### src/rtl/uart_tx_slave_pkg.sv
// Shared types and constants for the bus-attached UART transmitter:
// FSM state encoding, register offsets and STATUS bit positions.
package uart_tx_pkg;

  typedef enum logic [2:0] {
    S_IDLE   = 3'd0,
    S_START  = 3'd1,
    S_DATA   = 3'd2,
    S_PARITY = 3'd3,
    S_STOP   = 3'd4
  } state_e;

  localparam logic [1:0] REG_TXDATA = 2'd0;
  localparam logic [1:0] REG_STATUS = 2'd1;

  localparam int ST_FULL      = 0;
  localparam int ST_EMPTY     = 1;
  localparam int ST_BUSY      = 2;
  localparam int ST_OVF       = 3;
  localparam int ST_COUNT_LSB = 8;

endpackage

### src/rtl/uart_tx_slave_if.sv
// Data-bus slave slot used by the UART transmitter; the core drives the
// address/write side, the slave returns combinational read data.
interface uart_tx_slave_if #(
  parameter int WIDTH = 32
);
  logic [WIDTH-1:0] busaddr;
  logic [WIDTH-1:0] buswdata;
  logic             buswrite;
  logic [WIDTH-1:0] busrdata;

  modport master (output busaddr, output buswdata, output buswrite, input busrdata);
  modport slave  (input busaddr, input buswdata, input buswrite, output busrdata);
endinterface

### src/rtl/uart_tx_slave_txfifo.sv
// Synchronous TX byte FIFO with combinational head; a push into a full FIFO
// is still accepted when a pop happens in the same cycle.
module txfifo #(
  parameter int WIDTH = 8,
  parameter int DEPTH = 16
) (
  input  logic                     clk,
  input  logic                     rst,
  input  logic                     push_i,
  input  logic                     pop_i,
  input  logic [WIDTH-1:0]         wdata_i,
  output logic [WIDTH-1:0]         rdata_o,
  output logic                     full_o,
  output logic                     empty_o,
  output logic [$clog2(DEPTH):0]   count_o
);

  localparam int PW = $clog2(DEPTH);
  localparam int CW = PW + 1;

  logic [WIDTH-1:0] mem_q [DEPTH];
  logic [PW-1:0]    wr_ptr_q, wr_ptr_d;
  logic [PW-1:0]    rd_ptr_q, rd_ptr_d;
  logic [CW-1:0]    count_q, count_d;
  logic             wr_en, rd_en;

  assign full_o  = (count_q == CW'(DEPTH));
  assign empty_o = (count_q == '0);
  assign count_o = count_q;
  assign rdata_o = mem_q[rd_ptr_q];

  assign wr_en = push_i && (!full_o || pop_i);
  assign rd_en = pop_i && !empty_o;

  always_comb begin
    wr_ptr_d = wr_en ? wr_ptr_q + 1'b1 : wr_ptr_q;
    rd_ptr_d = rd_en ? rd_ptr_q + 1'b1 : rd_ptr_q;
    case ({wr_en, rd_en})
      2'b10:   count_d = count_q + 1'b1;
      2'b01:   count_d = count_q - 1'b1;
      default: count_d = count_q;
    endcase
  end

  always_ff @(posedge clk) begin
    if (rst) begin
      wr_ptr_q <= '0;
      rd_ptr_q <= '0;
      count_q  <= '0;
    end else begin
      // NOTE: non-blocking assignments keep every register update in this
      // block ordered against reads of the old values in other blocks.
      wr_ptr_q <= wr_ptr_d;
      rd_ptr_q <= rd_ptr_d;
      count_q  <= count_d;
    end
  end

  // NOTE: storage is deliberately not reset; emptiness is tracked by
  // count_q, so stale entries are never observable.
  always_ff @(posedge clk) begin
    if (wr_en) mem_q[wr_ptr_q] <= wdata_i;
  end

endmodule

### src/rtl/uart_tx_slave.sv
// Bus-attached 8N1 UART transmitter with TX FIFO, STATUS register and irq.
// Define UART_TX_PARITY_EN to insert an even-parity bit before the stop bit.
module uart_tx_slave
  import uart_tx_pkg::*;
#(
  parameter int WIDTH     = 32,
  parameter int CLKDIV    = 868,
  parameter int FIFODEPTH = 16
) (
  input  logic                  clk,
  input  logic                  rst,
  uart_tx_slave_if.slave        bus,
  output logic                  datao,
  output logic                  irq
);

  localparam int CW = $clog2(FIFODEPTH) + 1;
  localparam int DW = $clog2(CLKDIV);
  localparam logic [DW-1:0] DIV_LAST = DW'(CLKDIV - 1);

  logic [1:0]    reg_sel;
  logic          push, pop, drop, ovf_clr;
  logic          fifo_full, fifo_empty;
  logic [7:0]    fifo_head;
  logic [CW-1:0] fifo_count;
  logic          div_expire;
  logic [WIDTH-1:0] status;

  state_e        state_q, state_d;
  logic [DW-1:0] div_q, div_d;
  logic [2:0]    bit_q, bit_d;
  logic [7:0]    shift_q, shift_d;
  logic          par_q, par_d;
  logic          datao_q, datao_d;
  logic          ovf_q, ovf_d;

  assign reg_sel = bus.busaddr[3:2];
  assign push    = bus.buswrite && (reg_sel == REG_TXDATA);
  assign ovf_clr = bus.buswrite && (reg_sel == REG_STATUS) && bus.buswdata[ST_OVF];
  assign drop    = push && fifo_full && !pop;

  txfifo #(
    .WIDTH (8),
    .DEPTH (FIFODEPTH)
  ) u_txfifo (
    .clk     (clk),
    .rst     (rst),
    .push_i  (push),
    .pop_i   (pop),
    .wdata_i (bus.buswdata[7:0]),
    .rdata_o (fifo_head),
    .full_o  (fifo_full),
    .empty_o (fifo_empty),
    .count_o (fifo_count)
  );

  assign div_expire = (div_q == DIV_LAST);

  always_comb begin
    // NOTE: every output of this block gets a default first so no path
    // leaves a value unassigned and infers a latch.
    state_d = state_q;
    div_d   = div_expire ? '0 : div_q + 1'b1;
    bit_d   = bit_q;
    shift_d = shift_q;
    par_d   = par_q;
    datao_d = datao_q;
    pop     = 1'b0;

    case (state_q)
      S_IDLE: begin
        div_d = '0;
        if (!fifo_empty) begin
          pop     = 1'b1;
          shift_d = fifo_head;
          par_d   = ^fifo_head;
          datao_d = 1'b0;
          state_d = S_START;
        end
      end
      S_START: begin
        if (div_expire) begin
          bit_d   = 3'd0;
          datao_d = shift_q[0];
          state_d = S_DATA;
        end
      end
      S_DATA: begin
        if (div_expire) begin
          if (bit_q == 3'd7) begin
`ifdef UART_TX_PARITY_EN
            datao_d = par_q;
            state_d = S_PARITY;
`else
            datao_d = 1'b1;
            state_d = S_STOP;
`endif
          end else begin
            shift_d = shift_q >> 1;
            datao_d = shift_q[1];
            bit_d   = bit_q + 3'd1;
          end
        end
      end
`ifdef UART_TX_PARITY_EN
      S_PARITY: begin
        if (div_expire) begin
          datao_d = 1'b1;
          state_d = S_STOP;
        end
      end
`endif
      S_STOP: begin
        if (div_expire) begin
          // Chain straight into the next start bit so frames are gapless.
          if (!fifo_empty) begin
            pop     = 1'b1;
            shift_d = fifo_head;
            par_d   = ^fifo_head;
            datao_d = 1'b0;
            state_d = S_START;
          end else begin
            datao_d = 1'b1;
            state_d = S_IDLE;
          end
        end
      end
      default: begin
        div_d   = '0;
        datao_d = 1'b1;
        state_d = S_IDLE;
      end
    endcase
  end

  always_comb begin
    ovf_d = ovf_q;
    if (ovf_clr) ovf_d = 1'b0;
    if (drop)    ovf_d = 1'b1;
  end

  always_ff @(posedge clk) begin
    if (rst) begin
      state_q <= S_IDLE;
      div_q   <= '0;
      bit_q   <= '0;
      shift_q <= '0;
      par_q   <= 1'b0;
      datao_q <= 1'b1;
      ovf_q   <= 1'b0;
    end else begin
      state_q <= state_d;
      div_q   <= div_d;
      bit_q   <= bit_d;
      shift_q <= shift_d;
      par_q   <= par_d;
      datao_q <= datao_d;
      ovf_q   <= ovf_d;
    end
  end

  always_comb begin
    status                        = '0;
    status[ST_FULL]               = fifo_full;
    status[ST_EMPTY]              = fifo_empty;
    status[ST_BUSY]               = (state_q != S_IDLE);
    status[ST_OVF]                = ovf_q;
    status[ST_COUNT_LSB +: 8]     = 8'(fifo_count);
    bus.busrdata = (reg_sel == REG_STATUS) ? status : '0;
  end

  assign datao = datao_q;
  assign irq   = fifo_empty && (state_q == S_IDLE);

endmodule

### src/flat_wrapper.sv
// flat-port wrapper written by rule: the top's interface ports become plain ports
module uart_tx_slave_flat import uart_tx_pkg::*;
#(
  parameter int WIDTH     = 32,
  parameter int CLKDIV    = 868,
  parameter int FIFODEPTH = 16
)
  (clk, rst, datao, irq, bus_busaddr, bus_buswdata, bus_buswrite, bus_busrdata);
  uart_tx_slave_if #(.WIDTH(WIDTH)) bus_i ();
  input  logic clk;
  input  logic rst;
  output logic datao;
  output logic irq;
  input wire logic [$bits(bus_i.busaddr)-1:0] bus_busaddr;
  input wire logic [$bits(bus_i.buswdata)-1:0] bus_buswdata;
  input wire logic [$bits(bus_i.buswrite)-1:0] bus_buswrite;
  output wire logic [$bits(bus_i.busrdata)-1:0] bus_busrdata;
  assign bus_i.busaddr = bus_busaddr;
  assign bus_i.buswdata = bus_buswdata;
  assign bus_i.buswrite = bus_buswrite;
  assign bus_busrdata = bus_i.busrdata;
  uart_tx_slave #(.WIDTH(WIDTH), .CLKDIV(CLKDIV), .FIFODEPTH(FIFODEPTH)) u_core (.clk(clk), .rst(rst), .bus(bus_i), .datao(datao), .irq(irq));
endmodule
### config.mk
export PLATFORM = sky130hd
export DESIGN_NAME = uart_tx_slave_flat
export DESIGN_NICKNAME = d
export VERILOG_FILES = /design/src/rtl/uart_tx_slave_pkg.sv /design/src/rtl/uart_tx_slave_if.sv /design/src/rtl/uart_tx_slave_txfifo.sv /design/src/rtl/uart_tx_slave.sv /design/src/flat_wrapper.sv
export SDC_FILE = /design/constraint.sdc
export NUM_CORES = 1
export LEC_CHECK = 0
export CORE_ASPECT_RATIO = 1.1
export CORE_UTILIZATION = 55
export DETAILED_ROUTE_END_ITERATION = 8
export PLACE_DENSITY_LB_ADDON = 0.05
export SETUP_SLACK_MARGIN = 0.2
export SLEW_MARGIN = 15
export SYNTH_ARGS = -nofsm -noshare
export SYNTH_HDL_FRONTEND = slang
export SYNTH_HIERARCHICAL = 1
export SYNTH_SLANG_ARGS = --single-unit
### constraint.sdc
create_clock -name clk -period 9.3 [get_ports clk]
set_input_delay 2.325 -clock clk [delete_from_list [all_inputs] [get_ports clk]]
set_output_delay 2.325 -clock clk [all_outputs]
set_load 0.02 [all_outputs]
Word level (Yosys, flattened, before mapping)
Memories as Yosys holds them, arrays and structs flattened. A register that Yosys moved wholly into a read port is not among the register bits.
Index checks and enable logic that the tools add are counted.
{"block": "classes", "reduce_logical": 26, "n_addsub": 6, "bitwise_logic": 1, "n_mux": 34, "eq_ne": 15}
{"op": "$mux 8", "n": 4}
{"op": "$mux 3", "n": 8}
{"op": "$pmux 8 s3", "n": 1}
{"op": "$mux 1", "n": 13}
{"op": "$mux 13", "n": 1}
{"op": "$pmux 3 s4", "n": 1}
{"op": "$reduce_and 4->1", "n": 3}
{"op": "$add 10x1->10 const B", "n": 1}
{"op": "$eq 10x10->1 const B", "n": 1}
{"op": "$pmux 5 s2", "n": 1}
{"op": "$add 4x1->4 const B", "n": 2}
{"op": "$logic_and 1x1->1", "n": 8}
{"op": "$mux 4", "n": 2}
{"op": "$ne 2x1->1 const B", "n": 4}
{"op": "$eq 3x3->1 const B", "n": 2}
{"op": "$pmux 3 s2", "n": 1}
{"op": "$reduce_bool 2->1", "n": 3}
{"op": "$reduce_bool 3->1", "n": 2}
{"op": "$reduce_or 3->1", "n": 2}
{"op": "$add 5x1->5 const B", "n": 1}
{"op": "$eq 5x5->1 const B", "n": 1}
{"op": "$logic_not 5->1", "n": 1}
{"op": "$reduce_and 5->1", "n": 1}
{"op": "$sub 5x1->5 const B", "n": 1}
{"op": "13 further kinds", "n": 17}
{"block": "totals", "ramBits": 128, "wordCells": 92, "ff_bits": 39, "out_inout_bits": 34, "input_bits": 67, "n_memories": 1}
{"memory": "u_core.u_txfifo.mem_q", "depth": 16, "width": 8, "rd": 1, "rd_clocked_by_memory_dff": 1, "wr": 1, "line": "uart_tx_slave_txfifo.sv:21", "source": "logic [WIDTH-1:0] mem_q [DEPTH];"}

Longest topological paths before layout
Gate-level depths: netlist (run 1).
{"block": "logic_depth", "word_depth": 8, "mapped_depth": 16, "depth_no_buf": 13}

Cells and area by module
Netlist (run 1), hierarchy kept.
{"mod": "txfifo", "cells_each": 319, "area_per_inst_um2": 5811.8, "n_inst": 1}
{"mod": "uart_tx_slave", "cells_each": 188, "area_per_inst_um2": 1645.3, "n_inst": 1}

Worst setup path before layout (run 1)
No wires, ideal clock.
{"block": "synth_path", "kind": "input -> output", "startpoint": "input bus_busaddr[2]", "endpoint": "output bus_busrdata[2]", "setup_slack_ps": 3971, "n_path_buf": 0, "arrival_time_ps": 3004, "cell_stages": 2, "required_time_ps": 6975, "cell_sequence": "nor2b_1 > nor2b_1"}
{"block": "synth_between", "elab_chain_cells": 2}
{"item": "from (decl)", "line": "flat_wrapper.sv:14", "source": "input wire logic [$bits(bus_i.busaddr)-1:0] bus_busaddr;"}
{"item": "$eq 2x1->1", "line": "uart_tx_slave.sv:169", "source": "bus.busrdata = (reg_sel == REG_STATUS) ? status : '0;"}
{"item": "$mux 13", "line": "uart_tx_slave.sv:169"}
{"item": "to (decl)", "line": "flat_wrapper.sv:17", "source": "output wire logic [$bits(bus_i.busrdata)-1:0] bus_busrdata;"}
Every way passes these cells.

Worst setup path after layout (run 1)
Ends and elaborated chain as after synthesis.

==> impl_metrics.tcl, run 1 <==
set metrics [dict create \
    period_needed_ns 6.37 \
    grt_pass1_wl_um 22100 \
    synth_enable_flop_cells 128 \
    relSlewSlack 0.462 \
    grt_max_degree 38 \
    synth_common_cells "edfxtp_1, dfxtp_1, mux4_2, nor2_1" \
    final_util 0.626 \
    crit_slowest_cell "clkdlybuf4s50_1" \
    grt_overflow 0 \
    power_frac_clock 0.335 \
    async_reset_ff_frac 0 \
    drive_gt1_frac 0.150 \
    clock_skew_ns 0.00962 \
    row_count 44 \
    yosys.area.top_type "edfxtp_1" \
    ys_types 61 \
    p_int_mw 1.43 \
    fmax_mhz 157 \
    synth.top_cells.by_area "edfxtp_1, dfxtp_1, mux4_2" \
    r2r_slack_ns 4.71 \
    p_seq_frac 0.446 \
    grt_pass1_vias 4039 \
    final_max_slew_viol_count 0 \
    initial_core_util 0.564 \
    cts_buffer_depth 2 \
    switchingPower_uw 599 \
    rsz0062_at_grt "false" \
    worstMarginPinSlew_ns 0.805 \
    n_antenna_cell 0 \
    first_pass_iters 5 \
    io_pins 101 \
    area.growth.synth_to_final_pct 11.0 \
    hold_path_class "reg2reg" \
    placed_area_um2 7710 \
    cpLargestDelayFamily "buffers and inverters" \
    place_hpwl_um 9090 \
    postCtsSetupRepairBufs 0 \
    final_area_um2 8270 \
    arrival_ns 4.05 \
    cts_buffers 17 \
    hold_depth 2 \
    die_w_um 113 \
    hp-start "u_core/ovf_q" \
    grt_usage 0.216 \
    period_share 0.685 \
    die_y_um 124 \
    power_frac_comb 0.220 \
    crit_required_ns 6.98 \
    end_kind "output port" \
    setup_viol 0 \
    routed_wl_um 14100 \
    swShare 0.296 \
    drc 0 \
    core-area_um2 13200 \
    via_per_inst 5.93 \
    gp_congestion 0.788 \
    cts-root-buf "clkbuf_16" \
    pwr_density_cell_nw_per_um2 245 \
    reg2regPathDepth 12 \
    syn_inst 507 \
    ys_seq_elements 171 \
    clk_latency_ns 0.42 \
    p_total_mw 2.02 \
    maxCapViolations 0 \
    avgSynthCellArea_um2 14.7 \
    fin_nets 605 \
    cts_resized 0 \
    antenna_found_initial 0 \
    startpoint_type "input pin" \
    yosysMostFrequentCell "edfxtp_1" \
    synthFlopType "edfxtp_1" \
    worstSetupPathType "in2out" \
    p_leak_nw 2.81 \
    netlist_area_um2 7460 \
    num_vias 4151 \
    crit_chain "clkdlybuf4s50_1, nor2b_1, nor2b_1, clkdlybuf4s50_1" \
    ir_drop_v 0.000124 \
    drt_iter0_drc 339 \
    ant_nets 0 \
    seq_area_frac_synth 0.631 \
    crit_fanout 10 \
    cts.clk_slew.worst_paths_ns 0.07 \
    r2r-end "u_core/u_txfifo/count_o[4]" \
    clock_sinks 171 \
    wl_per_cell_um 20.1 \
    die_area_um2 14000 \
    synth_top_area_frac 0.515 \
    tns_ns 0 \
    cts_tree "yes" \
    io_buffers 23 \
    cp_num_buf_inv 2 \
    cts_max_level 4 \
    cts_hold_buf 0 \
    hold_path_end "u_core/ovf_q" \
    hold_violations 0 \
    r2r_start "u_core/u_txfifo/count_o[1]" \
    crit_path_max_incr_delay_ns 0.61 \
    yosys_warnings 6 \
    status "complete, no violations" \
]
==> per-stage QoR <==
stage          worst slack [ns]  hold slack, ns  cells
2_1_floorplan              3.97           0.427    529
3_3_place_gp               2.88           0.436    668
3_5_place_dp               2.87           0.448    668
4_1_cts                    2.86           0.456    700
5_1_grt                    2.75           0.495    700
6_report                   2.93           0.451    700
==> sequential cells by signal, indices dropped and copies added (netlist names), named ones only <==
name,flops
u_core/div_q,10
u_core/u_txfifo/rd_ptr_q,4
u_core/state_q,3
u_core/u_txfifo/count_o,5
u_core/u_txfifo/wr_ptr_q,4
u_core/shift_q,8
u_core/u_txfifo/mem_q,128
u_core/ovf_q,1
u_core/bit_q,3
u_core/datao,1
==> cell families after synthesis <==
family	after synthesis	synth area share
buffers and inverters	59	0.0446
other	1	0.000503
AOI/OAI and AO/OA	71	0.0708
adders and majority gates	12	0.0201
DFF	171	0.631
and+or+nand+nor	133	0.102
muxes	43	0.111
xor gates and xnor gates	17	0.0200
==> worst max-delay path by stage <==
stage	startpoint	endpoint	slack, ns	cells after the start
after global routing	bus_busaddr[2]	bus_busrdata[2]	2.75	4
after global placement	bus_busaddr[2]	bus_busrdata[0]	2.88	4
after floorplan	bus_busaddr[2]	bus_busrdata[2]	3.97	2
after CTS	bus_busaddr[2]	bus_busrdata[2]	2.86	4
after detailed placement	bus_busaddr[2]	bus_busrdata[2]	2.87	4
final	bus_busaddr[2]	bus_busrdata[2]	2.93	4
==> metal layers <==
layer  vias up  wire, µm  global-route usage  share of wire
met5         -         0                   0              0
met2        82      7050               0.364           0.50
met4         0       189              0.0740          0.013
met1      2109      6460               0.288           0.46
li1       1946         -                   -              -
met3        14       369              0.0380          0.026
==> cell usage in the layout, fill, tap and decap left out, drive strengths merged, types with 7 or more instances in the layout <==
cell type and count:
clkdlybuf4s50 23, edfxtp 128, a22oi 16, o31ai 8, inv 15, conb 23, mux2i 11, nand2 20
mux4 32, nor3 10, ha 12, nor2 30, nand3 10, xor2 7, xnor2 10, a21oi 13
and2 23, dfxtp 43, o2111ai 7, o21ai 9, clkbuf 19
==> worst reg2reg max path: stages (launching register included) <==
cell and delay, ns:
dfxtp_1 0.38, or4_1 0.69, nor2_1 0.34, or3_1 0.38, nor2_1 0.19, o31ai_4 0.54
ha_1 0.43, xor2_1 0.18, ha_1 0.18, a21oi_1 0.07, a221oi_1 0.42, or4b_2 0.63
nand3_1 0.10
==> power by group through the flow <==
stage / sequential, mW / combinational, mW / clock [mW]
floorplan: 0.899 / 0.362 / 0
global placement: 0.915 / 0.436 / 0
detailed placement: 0.917 / 0.448 / 0
CTS: 0.901 / 0.449 / 0.689
global route: 0.908 / 0.494 / 0.715
finish: 0.902 / 0.445 / 0.677
==> area by class of cell <==
cell class                 count  area [µm²]
clock buffer                  19         433
clock inverter                13         134
fill                        1000        4940
inverter                      10        37.5
multi-input combinational    299        2500
sequential                   171        4710
tap                          161         201
timing repair buffer          27         260
(Power assumes the default switching activity.)
==> run 2, diff against run 1 <==
- clock period: 9.3 -> 6.45 ns (I/O delays scaled with it)
==> results of run 2 <==
The final DEF is identical to that of run 1. Status: complete, no violations.
Among the figures that moved: setup slack after placement 2.87 ns -> 1.44 ns; setup slack after layout 2.93 ns -> 1.50 ns; register-to-register setup slack 4.71 ns -> 1.86 ns; total power 2.02 mW -> 2.92 mW; worst IR drop on VDD 0.000124 V -> 0.000179 V
